### config.mk
export PLATFORM = sky130hd
export DESIGN_NAME = dk_snd_ext_bus
export DESIGN_NICKNAME = d
export VERILOG_FILES = /design/src/rtl/dk_snd_ext_bus.sv
export SDC_FILE = /design/constraint.sdc
export NUM_CORES = 1
export LEC_CHECK = 0
export ABC_CLOCK_PERIOD_IN_PS = 4600
export CORE_MARGIN = 2
export CORE_UTILIZATION = 40
export CTS_CLUSTER_SIZE = 16
export DETAILED_ROUTE_END_ITERATION = 7
export PLACE_DENSITY = 0.73
export SETUP_SLACK_MARGIN = 0.1
export SYNTH_ARGS = -nofsm -noshare
export SYNTH_HDL_FRONTEND = slang
export SYNTH_SLANG_ARGS = --single-unit
export TNS_END_PERCENT = 5
### constraint.sdc
create_clock -name I_CLK -period 4.6 [get_ports I_CLK]
set_clock_uncertainty 0.1 [all_clocks]
set_input_delay 0.69 -clock I_CLK [delete_from_list [all_inputs] [get_ports I_CLK]]
set_output_delay 0.69 -clock I_CLK [all_outputs]
set_load 0.05 [all_outputs]
### src/rtl/dk_snd_ext_bus.sv
// 8035 sound-CPU bus glue: ALE demux, PSEN ROM fetch, MOVX cmd-queue reads/writes, INTn. DK_SND_CMD_FIFO_EN selects 4-deep queue.
// Latency: ROM byte on O_DB 3 cycles after PSENn fall; all outputs registered; full queue drops pushes unless popped same cycle.
module dk_snd_ext_bus #(
  parameter int ROM_AW = 12
) (
  input  logic              I_CLK,
  input  logic              I_RST,
  input  logic              I_ALE,
  input  logic              I_PSENn,
  input  logic              I_RDn,
  input  logic              I_WRn,
  input  logic [7:0]        I_DB,
  input  logic [7:0]        I_P2,
  output logic [7:0]        O_DB,
  output logic              O_INTn,
  output logic [ROM_AW-1:0] O_ROM_A,
  output logic              O_ROM_RD,
  input  logic [7:0]        I_ROM_D,
  input  logic              I_CMD_WR,
  input  logic [7:0]        I_CMD,
  output logic              O_CMD_FULL,
  output logic              O_XWR_STB,
  output logic [7:0]        O_XWR_A,
  output logic [7:0]        O_XWR_D
);

  typedef enum logic [1:0] {
    S_IDLE  = 2'd0,
    S_FETCH = 2'd1,
    S_HOLD  = 2'd2
  } fetch_state_t;

  logic ale_d_q, psen_d_q, rd_d_q, wr_d_q;
  logic ale_fall, psen_fall, psen_rise, rd_rise, wr_rise;

  logic [7:0]  addr_lo_q;
  logic [3:0]  addr_hi_q;
  logic [11:0] fetch_addr;

  fetch_state_t      state_q, state_d;
  logic [7:0]        rom_q, rom_d;
  logic [ROM_AW-1:0] rom_a_q, rom_a_d;
  logic              rom_rd_q, rom_rd_d;

  logic [7:0] db_q, db_d;
  logic       intn_q;
  logic [7:0] wdata_q, xwr_a_q, xwr_d_q;
  logic       xwr_stb_q;

  logic       q_empty, q_pop, cmd_full;
  logic [7:0] q_head;

  wire unused_p2 = &{1'b0, I_P2[7:4]};

  assign ale_fall  = ale_d_q & ~I_ALE;
  assign psen_fall = psen_d_q & ~I_PSENn;
  assign psen_rise = ~psen_d_q & I_PSENn;
  assign rd_rise   = ~rd_d_q & I_RDn;
  assign wr_rise   = ~wr_d_q & I_WRn;

  assign fetch_addr = {addr_hi_q, addr_lo_q};
  assign q_pop      = rd_rise & ~addr_lo_q[0] & ~q_empty;

  // FETCH spends its first cycle with the read strobe out; data is taken on the second.
  always_comb begin
    state_d  = state_q;
    rom_d    = rom_q;
    rom_a_d  = rom_a_q;
    rom_rd_d = 1'b0;
    unique case (state_q)
      S_IDLE: begin
        if (psen_fall) begin
          state_d  = S_FETCH;
          rom_a_d  = ROM_AW'(fetch_addr);
          rom_rd_d = 1'b1;
        end
      end
      S_FETCH: begin
        if (psen_rise) begin
          state_d = S_IDLE;
        end else if (!rom_rd_q) begin
          state_d = S_HOLD;
          rom_d   = I_ROM_D;
        end
      end
      S_HOLD: begin
        if (psen_rise) state_d = S_IDLE;
      end
      default: state_d = S_IDLE;
    endcase
  end

  // Mux looks at next-state fetch data so the ROM byte lands on O_DB the cycle HOLD begins.
  always_comb begin
    db_d = 8'hFF;
    if (!I_PSENn && state_d == S_HOLD) begin
      db_d = rom_d;
    end else if (!I_RDn && !addr_lo_q[0]) begin
      db_d = q_empty ? 8'hFF : q_head;
    end else if (!I_RDn) begin
      db_d = {7'b0, ~q_empty};
    end
  end

  always_ff @(posedge I_CLK) begin
    if (I_RST) begin
      ale_d_q   <= 1'b0;
      psen_d_q  <= 1'b1;
      rd_d_q    <= 1'b1;
      wr_d_q    <= 1'b1;
      addr_lo_q <= 8'h00;
      addr_hi_q <= 4'h0;
      state_q   <= S_IDLE;
      rom_q     <= 8'h00;
      rom_a_q   <= '0;
      rom_rd_q  <= 1'b0;
      db_q      <= 8'hFF;
      intn_q    <= 1'b1;
      wdata_q   <= 8'h00;
      xwr_stb_q <= 1'b0;
      xwr_a_q   <= 8'h00;
      xwr_d_q   <= 8'h00;
    end else begin
      ale_d_q  <= I_ALE;
      psen_d_q <= I_PSENn;
      rd_d_q   <= I_RDn;
      wr_d_q   <= I_WRn;
      if (ale_fall) begin
        addr_lo_q <= I_DB;
        addr_hi_q <= I_P2[3:0];
      end
      state_q   <= state_d;
      rom_q     <= rom_d;
      rom_a_q   <= rom_a_d;
      rom_rd_q  <= rom_rd_d;
      db_q      <= db_d;
      intn_q    <= q_empty;
      if (!I_WRn) wdata_q <= I_DB;
      xwr_stb_q <= wr_rise;
      if (wr_rise) begin
        xwr_a_q <= addr_lo_q;
        xwr_d_q <= wdata_q;
      end
    end
  end

`ifdef DK_SND_CMD_FIFO_EN
  logic [7:0] mem_q [4];
  logic [1:0] wp_q, rp_q;
  logic [2:0] cnt_q, cnt_d;
  logic       push_ok;

  assign q_empty = (cnt_q == 3'd0);
  assign q_head  = mem_q[rp_q];
  // A pop in the same cycle frees the slot, so a push while full is still accepted.
  assign push_ok = I_CMD_WR & ((cnt_q != 3'd4) | q_pop);
  assign cnt_d   = cnt_q + {2'b0, push_ok} - {2'b0, q_pop};

  always_ff @(posedge I_CLK) begin
    if (push_ok) mem_q[wp_q] <= I_CMD;
  end

  always_ff @(posedge I_CLK) begin
    if (I_RST) begin
      wp_q     <= 2'd0;
      rp_q     <= 2'd0;
      cnt_q    <= 3'd0;
      cmd_full <= 1'b0;
    end else begin
      if (push_ok) wp_q <= wp_q + 2'd1;
      if (q_pop)   rp_q <= rp_q + 2'd1;
      cnt_q    <= cnt_d;
      cmd_full <= (cnt_d == 3'd4);
    end
  end
`else
  logic [7:0] cmd_q;
  logic       cmd_vld_q;

  assign q_empty  = ~cmd_vld_q;
  assign q_head   = cmd_q;
  assign cmd_full = 1'b0;

  always_ff @(posedge I_CLK) begin
    if (I_RST) begin
      cmd_q     <= 8'h00;
      cmd_vld_q <= 1'b0;
    end else if (I_CMD_WR) begin
      cmd_q     <= I_CMD;
      cmd_vld_q <= 1'b1;
    end else if (q_pop) begin
      cmd_vld_q <= 1'b0;
    end
  end
`endif

  assign O_DB       = db_q;
  assign O_INTn     = intn_q;
  assign O_ROM_A    = rom_a_q;
  assign O_ROM_RD   = rom_rd_q;
  assign O_CMD_FULL = cmd_full;
  assign O_XWR_STB  = xwr_stb_q;
  assign O_XWR_A    = xwr_a_q;
  assign O_XWR_D    = xwr_d_q;

endmodule

==> summary.txt <==
Logic synthesis
  – Top cells by count, synth: 82 x dfxtp_1, 80 x nand2_1, 58 x a21oi_1
  – Most common cell in the netlist: dfxtp_1
  – Seq cells post-synth: 82
  – Post-Synthesis Cells: 351
  – Syn avg cell area: 8.623 sq um
  – Count of different cell masters after synthesis: 27
  – Top post-synthesis cells by area: dfxtp_1 54%, nand2_1 9.9%, a21oi_1 9.6%, mux2i_1 5.3%, nand2b_1 2.9%
  – Post-Syn Nets: 390
  – Post-synth EDFFs: 0
  – Post-synth ARST share: 0%
  – Synth area leader: dfxtp_1
  – Synth warnings: 0
  – Syn Std Cell Area: 3027 sq um
  – Sequential share of the synthesized area: 54.24%
  – Post-synth top area share: 54.24%
  – Top FF cell, synth: dfxtp_1

Critical path
  – Setup crit end kind: register
  – Startpoint Class: input pin
  – Worst Path Max Fanout: 16
  – Critical path class: input pin to register
  – WP data required: 4.77 ns
  – Critical Path AT: 2.83 ns

Power and ir drop
  – Maximum VDD drop: 0.1740 mV
  – Cell-internal power: 1.017 mW
  – Sw frac: 26.59%
  – Clock power frac: 33.0%
  – Combinational power share: 12.5%
  – P_leak: 1.375 nW
  – Power Dens Cells: 352.0 nW/um^2
  – Total chip power: 1.386 mW
  – Psw: 368.5 uW
  – Sequential share of power: 54.5%

Detailed routing
  – Mean routed wirelength per cell: 13.67 um
  – Vias/cell: 4.996
  – DRC violation count after routing: 0
  – DRT iter0 DRCs: 101
  – Pre-antenna DRT Iters: 7
  – Vias: 2558
  – Final wirelength: 6997 um
  – Routed Antenna Nets: 0

Timing
  – Least-Margin Pin Slew: 1.135 ns
  – Final setup fails: 0
  – Unrepaired setup endpoints after global routing: false
  – Slew margin rel.: 24.18%
  – Endpoints failing hold: 0
  – Final period util: 57.84%
  – Hold WS: 0.3553 ns
  – Maximum clock rate: 375.8 MHz
  – Setup TNS: 0 ns
  – Final min period: 2.661 ns
  – Slew Limit Fails: 0

Clocking
  – Longest Clk Path Bufs: 2
  – Post-CTS Hold Buffers: 0
  – Clk slew on worst S/H paths: 0.08 ns
  – Number of gates resized after CTS: 0
  – Clk sinks: 82
  – Setup Buffers After CTS: 0
  – Worst skew pair latency: 0.34 ns
  – Max H-tree Level: 3
  – TritonCTS clock tree: yes
  – Num CTS Buffers: 9
  – Clock tree root driver cell: clkbuf_8

Run status
  – Run status: completed

Global routing
  – Largest net degree at the start of global routing: 56
  – Global-route wire length before repair: 11650 um
  – Vias in the first global route: 2383
  – Grt ovf: 0
  – Initial antenna violation count: 0
  – Total track usage: 17.54%

Cells and area
  – Nets: 448
  – Multi-input logic area: 1261 sq um
  – Ratio of cells with drive above 1 in the final layout: 5.569%
  – Area growth syn-to-layout: 30.10%
  – Fillcell total: 715
  – FF+latch area: 1642 sq um
  – Diodes inserted: 0
  – Finished Core Util: 54.00%
  – Finished Layout Cells: 512

Place
  – Port buffer count: 73
  – RePlAce Congestion: 0.7310
  – Final HPWL from detailed placement: 4922 um
  – Placed Cells: 497

Floorplan
  – # IOs: 79
  – Core ar.: 7292 sq um
  – Rows: 31
  – Initial Util: 41.51%
  – Die H: 90.99 um
  – Die Wd: 90.99 um
  – Total die area: 8278 sq um

Hold path
  – Class of the worst hold path: register to register

Run
  – Max-Cap Viols: 0
==> power groups by stage <==
stage | Combinational, mW | Clock, mW | Sequential (mW)
after floorplan | 0.0793 | 0 | 0.799
final | 0.174 | 0.458 | 0.755
after detailed placement | 0.174 | 0 | 0.771
after global routing | 0.189 | 0.491 | 0.758
after CTS | 0.175 | 0.462 | 0.755
after global placement | 0.172 | 0 | 0.770
==> cell families (layout without fill, tap and decap cells) <==
kind of cell | count (synthesis) | after routing | synth area share, %
other | 1 | 1 | 0.1239
AOI/OAI and AO/OA | 86 | 86 | 15.71
and+or+nand+nor | 137 | 137 | 20.55
DFF | 82 | 82 | 54.24
buffers and inverters | 29 | 91 | 4.093
muxes | 16 | 16 | 5.291
==> per-layer routing <==
layer  up-vias  track usage, %  part of all wire, %
met3         9           3.154                  4.0
met5         -               0                    0
met4         0           6.818                  1.6
met2        53           27.47                   47
met1      1204           24.08                   47
li1       1292               -                    -
==> final timing paths <==
| check | cells past startpoint | start | endpoint | slack, ns |
|---|---|---|---|---|
| worst max-delay path | 4 | I_WRn | O_XWR_A[0]$_SDFFE_PP0P_ | 1.94 |
| worst min-delay path | 2 | O_ROM_A[11]$_SDFFE_PP0P_ | O_ROM_A[11]$_SDFFE_PP0P_ | 0.36 |
| worst max register to register | 3 | state_q[1]$_SDFF_PP0_ | O_ROM_A[11]$_SDFFE_PP0P_ | 2.75 |
| worst min register to register | 2 | O_ROM_A[11]$_SDFFE_PP0P_ | O_ROM_A[11]$_SDFFE_PP0P_ | 0.36 |
==> worst max-delay path: stages <==
cell and delay (ns):
clkdlybuf4s50_1 0.87, nor2b_1 0.97, nand2_1 0.13, a21oi_1 0.17
==> layout make-up <==
class / count / share of cell area (%)
inverters: 2 / 0.1907
clock inverters: 4 / 0.7309
multi-input cells: 240 / 32.03
well taps: 99 / 3.146
repair buffers: 74 / 18.62
clock buffers: 11 / 3.591
flip-flops and latches: 82 / 41.69
==> cell usage in the layout, fill, tap and decap left out, types with 2 or more instances in the layout <==
| cell | n |
|---|---|
| o32a_1 | 2 |
| nor2b_1 | 5 |
| clkdlybuf4s50_1 | 72 |
| clkinvlp_4 | 2 |
| clkbuf_8 | 10 |
| a21oi_1 | 58 |
| a22oi_1 | 7 |
| mux2i_1 | 16 |
| inv_1 | 2 |
| nand2_1 | 80 |
| dfxtp_1 | 82 |
| o21ai_0 | 9 |
| nand3_1 | 8 |
| nor2_1 | 20 |
| a211oi_1 | 2 |
| or2_2 | 3 |
| nand2b_1 | 14 |
| o22ai_1 | 7 |
==> metrics by stage <==
step	setup slack, ns	area, sq um
6_report	1.939	3938
5_1_grt	1.744	3938
4_1_cts	1.942	3938
3_5_place_dp	1.591	3767
3_3_place_gp	1.627	3767
2_1_floorplan	2.800	3027
==> sequential cells by signal (all words and copies together), names as in the netlist <==
| name | cells |
|---|---|
| O_DB | 8 |
| O_INTn | 1 |
| O_ROM_A | 12 |
| O_ROM_RD | 1 |
| O_XWR_A | 8 |
| O_XWR_D | 8 |
| O_XWR_STB | 1 |
| addr_hi_q | 4 |
| addr_lo_q | 8 |
| ale_d_q | 1 |
| cmd_q | 8 |
| cmd_vld_q | 1 |
| psen_d_q | 1 |
| rd_d_q | 1 |
| rom_q | 8 |
| state_q | 2 |
| wdata_q | 8 |
| wr_d_q | 1 |
No activity file was read; power rests on OpenSTA's default activity.
